`config.mk`:
```
export PLATFORM = sky130hd
export DESIGN_NAME = alu_commit_arbiter_flat
export DESIGN_NICKNAME = d
export VERILOG_FILES = /design/src/rtl/alu_commit_arbiter_if.sv /design/src/rtl/alu_commit_arbiter.sv /design/src/flat_wrapper.sv
export SDC_FILE = /design/constraint.sdc
export NUM_CORES = 1
export LEC_CHECK = 0
export BUFFER_PORTS_ARGS = -buffer_cell sky130_fd_sc_hd__clkbuf_2
export CAP_MARGIN = 10
export CORE_ASPECT_RATIO = 0.75
export CORE_MARGIN = 2
export CORE_UTILIZATION = 47
export DETAILED_ROUTE_END_ITERATION = 16
export PLACE_DENSITY_LB_ADDON = 0.08
export SYNTH_ARGS = -nofsm -noshare
export SYNTH_HDL_FRONTEND = slang
export SYNTH_SLANG_ARGS = --single-unit
```
`constraint.sdc`:
```
create_clock -name clk_i -period 2.6 [get_ports clk_i]
set_clock_uncertainty 0.05 [all_clocks]
set_input_delay 0.26 -clock clk_i [delete_from_list [all_inputs] [get_ports clk_i]]
set_output_delay 0.26 -clock clk_i [all_outputs]
set_load 0.05 [all_outputs]
```
`src/rtl/alu_commit_arbiter_if.sv`:
```
// ---------------------------------------------------------------------------
// alu_commit_arbiter_if
// Result bus between N_ALU execution units and the commit arbiter.
//   alu_res   : result of ALU i at [i*XLEN +: XLEN]
//   alu_rd    : destination register of ALU i at [i*REG_ADDR_W +: REG_ADDR_W]
//   alu_valid : ALU i holds a result (held stable until cleared)
//   alu_error : ALU i result is erroneous (e.g. divide by zero)
//   alu_clear : one-cycle release pulse back to ALU i
// Modports: master = ALU side, slave = arbiter side.
// ---------------------------------------------------------------------------
interface alu_commit_arbiter_if #(
   parameter int N_ALU      = 4,
   parameter int XLEN       = 32,
   parameter int REG_ADDR_W = 5
);
   logic [N_ALU*XLEN-1:0]       alu_res;
   logic [N_ALU*REG_ADDR_W-1:0] alu_rd;
   logic [N_ALU-1:0]            alu_valid;
   logic [N_ALU-1:0]            alu_error;
   logic [N_ALU-1:0]            alu_clear;

   modport master (
      output alu_res, alu_rd, alu_valid, alu_error,
      input  alu_clear
   );

   modport slave (
      input  alu_res, alu_rd, alu_valid, alu_error,
      output alu_clear
   );
endinterface

```
`src/rtl/alu_commit_arbiter.sv`:
```
// ---------------------------------------------------------------------------
// alu_commit_arbiter
// Commit-side endpoint of the ALU result bus. Grants one ALU result at a
// time in round-robin order, writes it to the register file, releases the
// ALU with a clear pulse, and routes erroneous results to the trap logic.
// Ports:
//   clk_i, rst_i   : core clock, synchronous active-high reset
//   alu_if         : ALU result bus (slave side)
//   flush_i        : drop every pending result, release all holders
//   wb_en_o        : regfile write strobe
//   wb_rd_o        : regfile write address (0 when wb_en_o=0)
//   wb_data_o      : regfile write data (0 when wb_en_o=0)
//   exc_valid_o    : error pending toward trap logic
//   exc_src_o      : index of the erroring ALU
//   exc_ack_i      : trap logic accepted the error
//   retire_cnt_o   : number of results written back (wraps)
// ---------------------------------------------------------------------------
module alu_commit_arbiter #(
   parameter int N_ALU      = 4,
   parameter int XLEN       = 32,
   parameter int REG_ADDR_W = 5,
   localparam int SEL_W     = (N_ALU > 1) ? $clog2(N_ALU) : 1
) (
   input  logic                  clk_i,
   input  logic                  rst_i,
   alu_commit_arbiter_if.slave   alu_if,
   input  logic                  flush_i,
   output logic                  wb_en_o,
   output logic [REG_ADDR_W-1:0] wb_rd_o,
   output logic [XLEN-1:0]       wb_data_o,
   output logic                  exc_valid_o,
   output logic [SEL_W-1:0]      exc_src_o,
   input  logic                  exc_ack_i,
   output logic [XLEN-1:0]       retire_cnt_o
);

   typedef enum logic [1:0] {
      ST_ARB    = 2'd0,
      ST_COMMIT = 2'd1,
      ST_ERR    = 2'd2
   } state_t;

   state_t                  state_q, state_d;
   logic [SEL_W-1:0]        sel_q, sel_d;
   logic [SEL_W-1:0]        last_q, last_d;
   logic [XLEN-1:0]         res_q, res_d;
   logic [REG_ADDR_W-1:0]   rd_q, rd_d;
   logic [XLEN-1:0]         cnt_q, cnt_d;

   logic [SEL_W-1:0]        pick_s;
   logic [N_ALU-1:0]        clear_s;
   logic                    wb_en_s;
   logic [REG_ADDR_W-1:0]   wb_rd_s;
   logic [XLEN-1:0]         wb_data_s;
   logic                    exc_valid_s;
   logic [SEL_W-1:0]        exc_src_s;

   // First requester after 'last', wrapping modulo N_ALU (last itself is lowest).
   function automatic logic [SEL_W-1:0] rr_pick(input logic [N_ALU-1:0] req,
                                                input logic [SEL_W-1:0] last);
      logic [SEL_W-1:0] pick;
      logic             found;
      int               idx;
      pick  = '0;
      found = 1'b0;
      for (int i = 1; i <= N_ALU; i++) begin
         idx = int'(last) + i;
         if (idx >= N_ALU) begin
            idx = idx - N_ALU;
         end else begin
            idx = idx;
         end
         if (!found && req[idx]) begin
            pick  = SEL_W'(idx);
            found = 1'b1;
         end else begin
            found = found;
         end
      end
      return pick;
   endfunction

   // Round-robin candidate for the current request vector.
   always_comb begin
      pick_s = rr_pick(alu_if.alu_valid, last_q);
   end

   // Next-state and output decode; reset blanks outputs, flush overrides everything else.
   always_comb begin
      state_d     = state_q;
      sel_d       = sel_q;
      last_d      = last_q;
      res_d       = res_q;
      rd_d        = rd_q;
      cnt_d       = cnt_q;
      clear_s     = '0;
      wb_en_s     = 1'b0;
      wb_rd_s     = '0;
      wb_data_s   = '0;
      exc_valid_s = 1'b0;
      exc_src_s   = '0;

      if (rst_i) begin
         state_d = ST_ARB;
      end else if (flush_i) begin
         // Release every holder; nothing is written or trapped this cycle.
         clear_s = alu_if.alu_valid;
         state_d = ST_ARB;
      end else begin
         case (state_q)
            ST_ARB: begin
               if (|alu_if.alu_valid) begin
                  sel_d   = pick_s;
                  last_d  = pick_s;
                  res_d   = alu_if.alu_res[pick_s*XLEN +: XLEN];
                  rd_d    = alu_if.alu_rd[pick_s*REG_ADDR_W +: REG_ADDR_W];
                  state_d = alu_if.alu_error[pick_s] ? ST_ERR : ST_COMMIT;
               end else begin
                  state_d = ST_ARB;
               end
            end
            ST_COMMIT: begin
               clear_s[sel_q] = 1'b1;
               // Writes to x0 are discarded but the ALU is still released.
               if (rd_q != {REG_ADDR_W{1'b0}}) begin
                  wb_en_s   = 1'b1;
                  wb_rd_s   = rd_q;
                  wb_data_s = res_q;
                  cnt_d     = cnt_q + XLEN'(1);
               end else begin
                  wb_en_s   = 1'b0;
               end
               state_d = ST_ARB;
            end
            ST_ERR: begin
               exc_valid_s = 1'b1;
               exc_src_s   = sel_q;
               if (exc_ack_i) begin
                  clear_s[sel_q] = 1'b1;
                  state_d        = ST_ARB;
               end else begin
                  state_d        = ST_ERR;
               end
            end
            default: begin
               state_d = ST_ARB;
            end
         endcase
      end
   end

   // State and datapath registers.
   always_ff @(posedge clk_i) begin
      if (rst_i) begin
         state_q <= ST_ARB;
         sel_q   <= '0;
         last_q  <= SEL_W'(N_ALU - 1);
         res_q   <= '0;
         rd_q    <= '0;
         cnt_q   <= '0;
      end else begin
         state_q <= state_d;
         sel_q   <= sel_d;
         last_q  <= last_d;
         res_q   <= res_d;
         rd_q    <= rd_d;
         cnt_q   <= cnt_d;
      end
   end

   assign alu_if.alu_clear = clear_s;
   assign wb_en_o          = wb_en_s;
   assign wb_rd_o          = wb_rd_s;
   assign wb_data_o        = wb_data_s;
   assign exc_valid_o      = exc_valid_s;
   assign exc_src_o        = exc_src_s;
   assign retire_cnt_o     = cnt_q;

endmodule
```
`src/flat_wrapper.sv`:
```
// flat-port wrapper written by rule: the top's interface ports become plain ports
module alu_commit_arbiter_flat 
#(
   parameter int N_ALU      = 4,
   parameter int XLEN       = 32,
   parameter int REG_ADDR_W = 5,
   localparam int SEL_W     = (N_ALU > 1) ? $clog2(N_ALU) : 1
)
  (clk_i, rst_i, flush_i, wb_en_o, wb_rd_o, wb_data_o, exc_valid_o, exc_src_o, exc_ack_i, retire_cnt_o, alu_if_alu_res, alu_if_alu_rd, alu_if_alu_valid, alu_if_alu_error, alu_if_alu_clear);
  alu_commit_arbiter_if #(.N_ALU(N_ALU), .XLEN(XLEN), .REG_ADDR_W(REG_ADDR_W)) alu_if_i ();
  input  logic clk_i;
  input  logic rst_i;
  input  logic flush_i;
  output logic wb_en_o;
  output logic [REG_ADDR_W-1:0] wb_rd_o;
  output logic [XLEN-1:0] wb_data_o;
  output logic exc_valid_o;
  output logic [SEL_W-1:0] exc_src_o;
  input  logic exc_ack_i;
  output logic [XLEN-1:0] retire_cnt_o;
  input wire logic [$bits(alu_if_i.alu_res)-1:0] alu_if_alu_res;
  input wire logic [$bits(alu_if_i.alu_rd)-1:0] alu_if_alu_rd;
  input wire logic [$bits(alu_if_i.alu_valid)-1:0] alu_if_alu_valid;
  input wire logic [$bits(alu_if_i.alu_error)-1:0] alu_if_alu_error;
  output wire logic [$bits(alu_if_i.alu_clear)-1:0] alu_if_alu_clear;
  assign alu_if_i.alu_res = alu_if_alu_res;
  assign alu_if_i.alu_rd = alu_if_alu_rd;
  assign alu_if_i.alu_valid = alu_if_alu_valid;
  assign alu_if_i.alu_error = alu_if_alu_error;
  assign alu_if_alu_clear = alu_if_i.alu_clear;
  alu_commit_arbiter #(.N_ALU(N_ALU), .XLEN(XLEN), .REG_ADDR_W(REG_ADDR_W)) u_core (.clk_i(clk_i), .rst_i(rst_i), .alu_if(alu_if_i), .flush_i(flush_i), .wb_en_o(wb_en_o), .wb_rd_o(wb_rd_o), .wb_data_o(wb_data_o), .exc_valid_o(exc_valid_o), .exc_src_o(exc_src_o), .exc_ack_i(exc_ack_i), .retire_cnt_o(retire_cnt_o));
endmodule
```
; Word-level counts from Yosys, hierarchy flattened
; Index checks and enable logic that the tools add are counted.
[totals]
out_inout_bits = 77
regBits = 75
wordCells = 98
[op_classes]
eq_ne = 2
mul = 1
n_bitwise = 1
order_cmp = 11
n_mux = 53
n_shift = 2
n_addsub = 9
n_reduce_logical = 13
[ops]
columns = op, n
row1 = 32-bit 2-to-1 mux, 8
row2 = "32-bit by 4-bit greater-or-equal comparator with 1-bit output, second input constant", 4
row3 = "32-bit by 4-bit < comparator with 1-bit output, second input constant", 4
row4 = 128-bit by 8-bit indexed part select with 32-bit output, 1
row5 = "32-bit by 4-bit subtractor with 32-bit output, second input constant", 4
row6 = "32-bit by 1-bit adder with 32-bit output, second input constant", 1
row7 = 1-bit 2-to-1 mux, 20
row8 = 2-bit 2-to-1 mux, 10
row9 = 5-bit 2-to-1 mux, 4
row10 = 20-bit by 6-bit indexed part select with 5-bit output, 1
row11 = 4-bit 2-to-1 mux, 3
row12 = 1-bit binary-select mux with 2-bit select, 5
row13 = 4-bit case mux with 2 select lines, 1
row14 = "2-bit by 2-bit adder with 3-bit output, second input constant", 2
row15 = "2-bit by 3-bit < comparator with 1-bit output, second input constant", 2
row16 = 3-bit AND reduction, 2
row17 = "2-bit by 3-bit multiplier with 5-bit output, second input constant", 1
row18 = 5-bit nonzero test, 1
row19 = "2-bit by 3-bit adder with 4-bit output, second input constant", 1
row20 = 1-bit logical AND, 4
row21 = 2-bit case mux with 2 select lines, 1
row22 = 4-bit OR reduction, 1
row23 = "2-bit by 1-bit adder with 3-bit output, second input constant", 1
row24 = 1-bit zero test, 3
row25 = 7 further kinds, 7

; Longest topological paths before layout
[logic_depth]
depth_word = 21
mapped_depth = 8
mapped_depth_nobuf = 7

; Worst setup path after synthesis
; No wires, ideal clock.
[synth_path]
path_type = input to output
start = input port flush_i
end = output port wb_data_o[22]
stages = 6
arrival_time_ps = 2056
slack_ps = 234
cell_sequence = buf_2 nor2_1 nand2_1 a21oi_1 clkbuf_1 and2_1
[synth_between]
elab_chain_len = 2
[synth_rtl]
columns = item, line_no
row1 = start: declaration, flat_wrapper.sv:13  ; input logic flush_i;
row2 = 32-bit 2-to-1 mux, alu_commit_arbiter.sv:105  ; end else if (flush_i) begin
row3 = 32-bit 2-to-1 mux, alu_commit_arbiter.sv:103  ; if (rst_i) begin
row4 = end: declaration, flat_wrapper.sv:16  ; output logic [XLEN-1:0] wb_data_o;
; No other way between the ends.

; Worst setup path in the final report
[layout_path]
start = register u_core.state_q[1]
end = output port wb_data_o[24]
[layout_between]
elab_chain_len = 4
[layout_rtl]
columns = item, line_no
row1 = start: declaration, alu_commit_arbiter.sv:43  ; state_t state_q, state_d;
row2 = start signal: assignment, alu_commit_arbiter.sv:162  ; state_q <= state_d;
row3 = 2-bit by 1-bit equality test with 1-bit output, alu_commit_arbiter.sv:110  ; case (state_q)
row4 = 32-bit 2-to-1 mux, alu_commit_arbiter.sv:110
row5 = 32-bit 2-to-1 mux, alu_commit_arbiter.sv:105
row6 = 32-bit 2-to-1 mux, alu_commit_arbiter.sv:103
; No other way between the ends.

==> results.txt <==
The flow ran to the end, and the final reports show no timing, DRC or antenna violations. The max-slew violation total from the final report is 0. The filler cells instantiated in the layout total between 800 and 900. The number of antenna-violating nets in the routed design came out at 0. The pin slew with the least headroom to its limit came out at 841 ps. The clock-pin slew on the worst setup and hold paths came out at roughly 60 ps. Setup repair after global routing left no endpoint under its margin. The class of the tightest hold or removal check is in2reg. The multi-input combinational cells in the finished layout cover a total of 0.00299 mm².

The first global-routing pass estimated 22900 µm of wire. Registers take between 0.0015 and 0.002 mm². After floorplanning, the core was sized to cover 0.00974 mm². The total via count after detailed routing is 4755. Of all cell types, the one taking the most synthesized area is dfxtp_1. The most common cell in the synthesized netlist is dfxtp_1. The most used flip-flop cell after synthesis is dfxtp_1.

Dividing the detail-routed wire length by the instance count gives 16.4 µm. The flop and latch count out of synthesis came out at 75. The global routing stage identified its most utilized layer as met2. Dividing the detail-routed via count by the number of cells gives 5.43. The number of endpoints with negative hold slack in the final report came out at 0. In the global route stage, met1 resource usage came out at 0.334.

CTS built an H-tree with a depth of 3. For this design the ratio of total power to cell area is roughly 530 mW/mm². For this run, global-route usage on met3 was measured as 0.0509.

The standard-cell row count is 31. Summed over all failing endpoints, the final setup total negative slack is 0 ps. IR analysis of the VDD net gives a maximum drop of 0.000324 V. The worst hold path was traced through 2 stages. The post-CTS setup buffer count came out at 0. The post-synth design cell area is 0.00475 mm².

The time the worst path needs with I/O delays and setup came out at about 2300 ps. The overall die area is around 0.011 mm². The count of buffers from port buffering came out at 236.

The buffer cell driving the clock tree root is clkbuf_16. The number of antenna diodes in the final layout is 0. The worst endpoint data arrival time came out at 2000 ps. The fraction of power consumed by combinational cells is 0.250. The final weighted congestion of routability-driven global placement came out at 0.847.

The mean instance size in the synthesized netlist came out at 9.09 µm². For this run, design rule violations remaining after detail routing come to 0. The synthesized net count is 686.

The largest net degree at the start of global routing is 86. The kind of end point of the critical path is an output pin. The proportion of power drawn by the clock network is 0.366. The clock network latency to the later pin of the worst-skew pair came out at 330 ps.

The area share of the largest cell type after synthesis is 0.316. The net load switching power came out at 1.04 mW. Summed over all layers, the global routing overflow is 0. After legalization and detailed placement, the total HPWL measured 10800 µm. For this block, the routed nets add up to around 14000 µm of wire. The relative max-transition margin is 0.440. During synthesis, Yosys emitted a total of 0 warnings. The CTS tree is built.

In the synthesized netlist the async set-or-reset flop fraction comes to 0. Of the total power, registers draw 0.384. The worst setup path is launched from a register. Max-cap violations in this run came to 0. The final-report setup violation count came out at 0. For this run, the post-layout net count is about 900.

The share of the clock period used by the worst path after layout is 0.887. The worst-case reg-to-reg path depth came out at 7. For this configuration, the core starts out at a cell density of 0.487. The combined global-route utilization of all metal layers came out at 0.259. The die outline height is approximately 91 µm. The maximum fanout along the worst path is 30. The maximum clock insertion buffer count came out at 2. The worst endpoint required time came out at about 2300 ps. The maximum clock frequency is 434 MHz. In the final layout, the share of cells above drive strength 1 is 0.405. The internal power contribution is around 2.4 mW. From synthesis to final layout, the design area changed by 35.1%. The commonest cells after synthesis are 75 x dfxtp_1, 63 x mux2i_1, 55 x nor2_1. From left edge to right edge, the die measures about 120 µm. In the synthesized netlist, the number of instances is 522. The initial detailed-routing violation count came out at 234.

For this run, the detailed router's first-pass iteration total came to 5. The number of global-route vias before repair is ~4600. Once layout is complete, the utilization of the core stands at 0.659. The sequential fraction of the synthesis area came out at 0.316. The number of antenna violations at the first check in global routing is 0. CTS saw 75 sinks.

The switching portion of total power came out at 0.305. The total clock buffers created by CTS is 9. The number of distinct library cells after synthesis came out at 57.

The number of enable-type register cells in the synthesized netlist came out at 0. The analysis attributes to cell leakage a power of around 3.0 nW. The met2 layer usage reported by global route came out at 0.446. The I/O pin total is 237. By area the synthesized netlist is led by dfxtp_1 32%, mux2i_1 13%, a221oi_2 6.3%.

The kind of critical path is reg2out.
==> what timing repair did <==
item | CTS | global route
endpoints found under the hold margin | 0 | 0
endpoints found under the setup margin | 0 | 4
gates resized for setup | 0 | 1
hold buffers | 0 | 0
==> state kept, by name (all words and copies together) (netlist names) <==
register and flops:
u_core.res_q 32, u_core.state_q 2, u_core.last_q 2, u_core.sel_q 2
u_core.rd_q 5, u_core.retire_cnt_o 32
==> layer usage <==
layer | routed length [µm] | up-vias | part of all wire
met2 | 6920 | 153 | 0.48
met1 | 6480 | 2222 | 0.45
met3 | 804 | 11 | 0.056
met5 | 0 | - | 0
li1 | - | 2369 | -
met4 | 139 | 0 | 0.0097
==> path summary, 6_finish.rpt <==
| check | start | to | slack, ps |
|---|---|---|---|
| max | u_core.state_q[1] | wb_data_o[24] | 290 |
| min | exc_ack_i | u_core.state_q[1] | 160 |
| max reg2reg | u_core.state_q[1] | u_core.retire_cnt_o[29] | 350 |
| min reg2reg | u_core.res_q[25] | u_core.res_q[25] | 460 |
==> critical path: stages (launching register included) <==
cell and delay, ps:
dfxtp_1 320, inv_1 80, ha_1 260, nand2_1 90
a21oi_2 260, buf_12 210, and2_1 160, clkbuf_2 280
==> power groups by stage <==
stage	registers [mW]	logic, mW	clock network [mW]
CTS	1.30	0.851	1.26
detailed placement	1.33	0.851	0
global placement	1.32	0.825	0
global route	1.31	0.924	1.30
floorplan	1.31	0.600	0
finish	1.30	0.848	1.24
==> metrics by stage <==
stage / hold WS (ps) / instances / cell area [µm²] / setup WS, ps / total power [mW]
final: 155 / 876 / 6410 / 293 / 3.39
after global routing: 175 / 876 / 6410 / 133 / 3.53
after CTS: 144 / 876 / 6410 / 164 / 3.41
after detailed placement: 448 / 860 / 6110 / 285 / 2.18
after global placement: 442 / 860 / 6110 / 462 / 2.15
after floorplan: 371 / 522 / 4750 / 234 / 1.91
==> cell families (layout without fill, tap and decap cells) <==
group / Yosys count / after routing / synth area share
flops: 75 / 75 / 0.316
xor+xnor: 24 / 24 / 0.0443
buf+inv: 55 / 277 / 0.0567
mux: 65 / 65 / 0.138
fa+ha+maj: 4 / 4 / 0.0105
simple gates: 193 / 193 / 0.228
compound gates: 106 / 106 / 0.207
==> layout by cell type (no fill, tap or decap), types with 3 or more instances in the layout <==
| cell | netlist | layout |
|---|---|---|
| a221oi_1 | 3 | 3 |
| clkinv_2 | 0 | 3 |
| dfxtp_1 | 75 | 75 |
| a211oi_1 | 15 | 15 |
| ha_1 | 4 | 4 |
| a32oi_1 | 4 | 4 |
| xor2_1 | 4 | 4 |
| a21o_1 | 3 | 3 |
| nand2b_1 | 6 | 6 |
| buf_12 | 0 | 10 |
| nor2_1 | 55 | 54 |
| a21oi_1 | 11 | 10 |
| or3_1 | 3 | 3 |
| clkbuf_2 | 0 | 228 |
| a2111oi_0 | 6 | 6 |
| mux2i_1 | 63 | 63 |
| nor3b_1 | 17 | 16 |
| o21ai_0 | 3 | 3 |
| nor3_1 | 9 | 9 |
| and4_1 | 3 | 3 |
| clkbuf_16 | 0 | 9 |
| inv_1 | 14 | 14 |
| buf_4 | 2 | 9 |
| nor4_1 | 14 | 14 |
| and3_1 | 8 | 8 |
| o21bai_1 | 24 | 24 |
| xnor2_1 | 20 | 20 |
| a221oi_2 | 20 | 20 |
| and2_1 | 34 | 34 |
| a2111oi_1 | 7 | 7 |
| nand2_1 | 17 | 17 |
| nand3_1 | 7 | 7 |
| nand4_1 | 7 | 7 |
==> final cells by class <==
class                      instances  share of cell area
inverter                          14             0.00819
tap                              132              0.0258
multi-input combinational        392               0.466
sequential                        75               0.234
clock inverter                     7              0.0107
timing repair buffer             247               0.220
clock buffer                       9              0.0351
(Power assumes the default switching activity.)
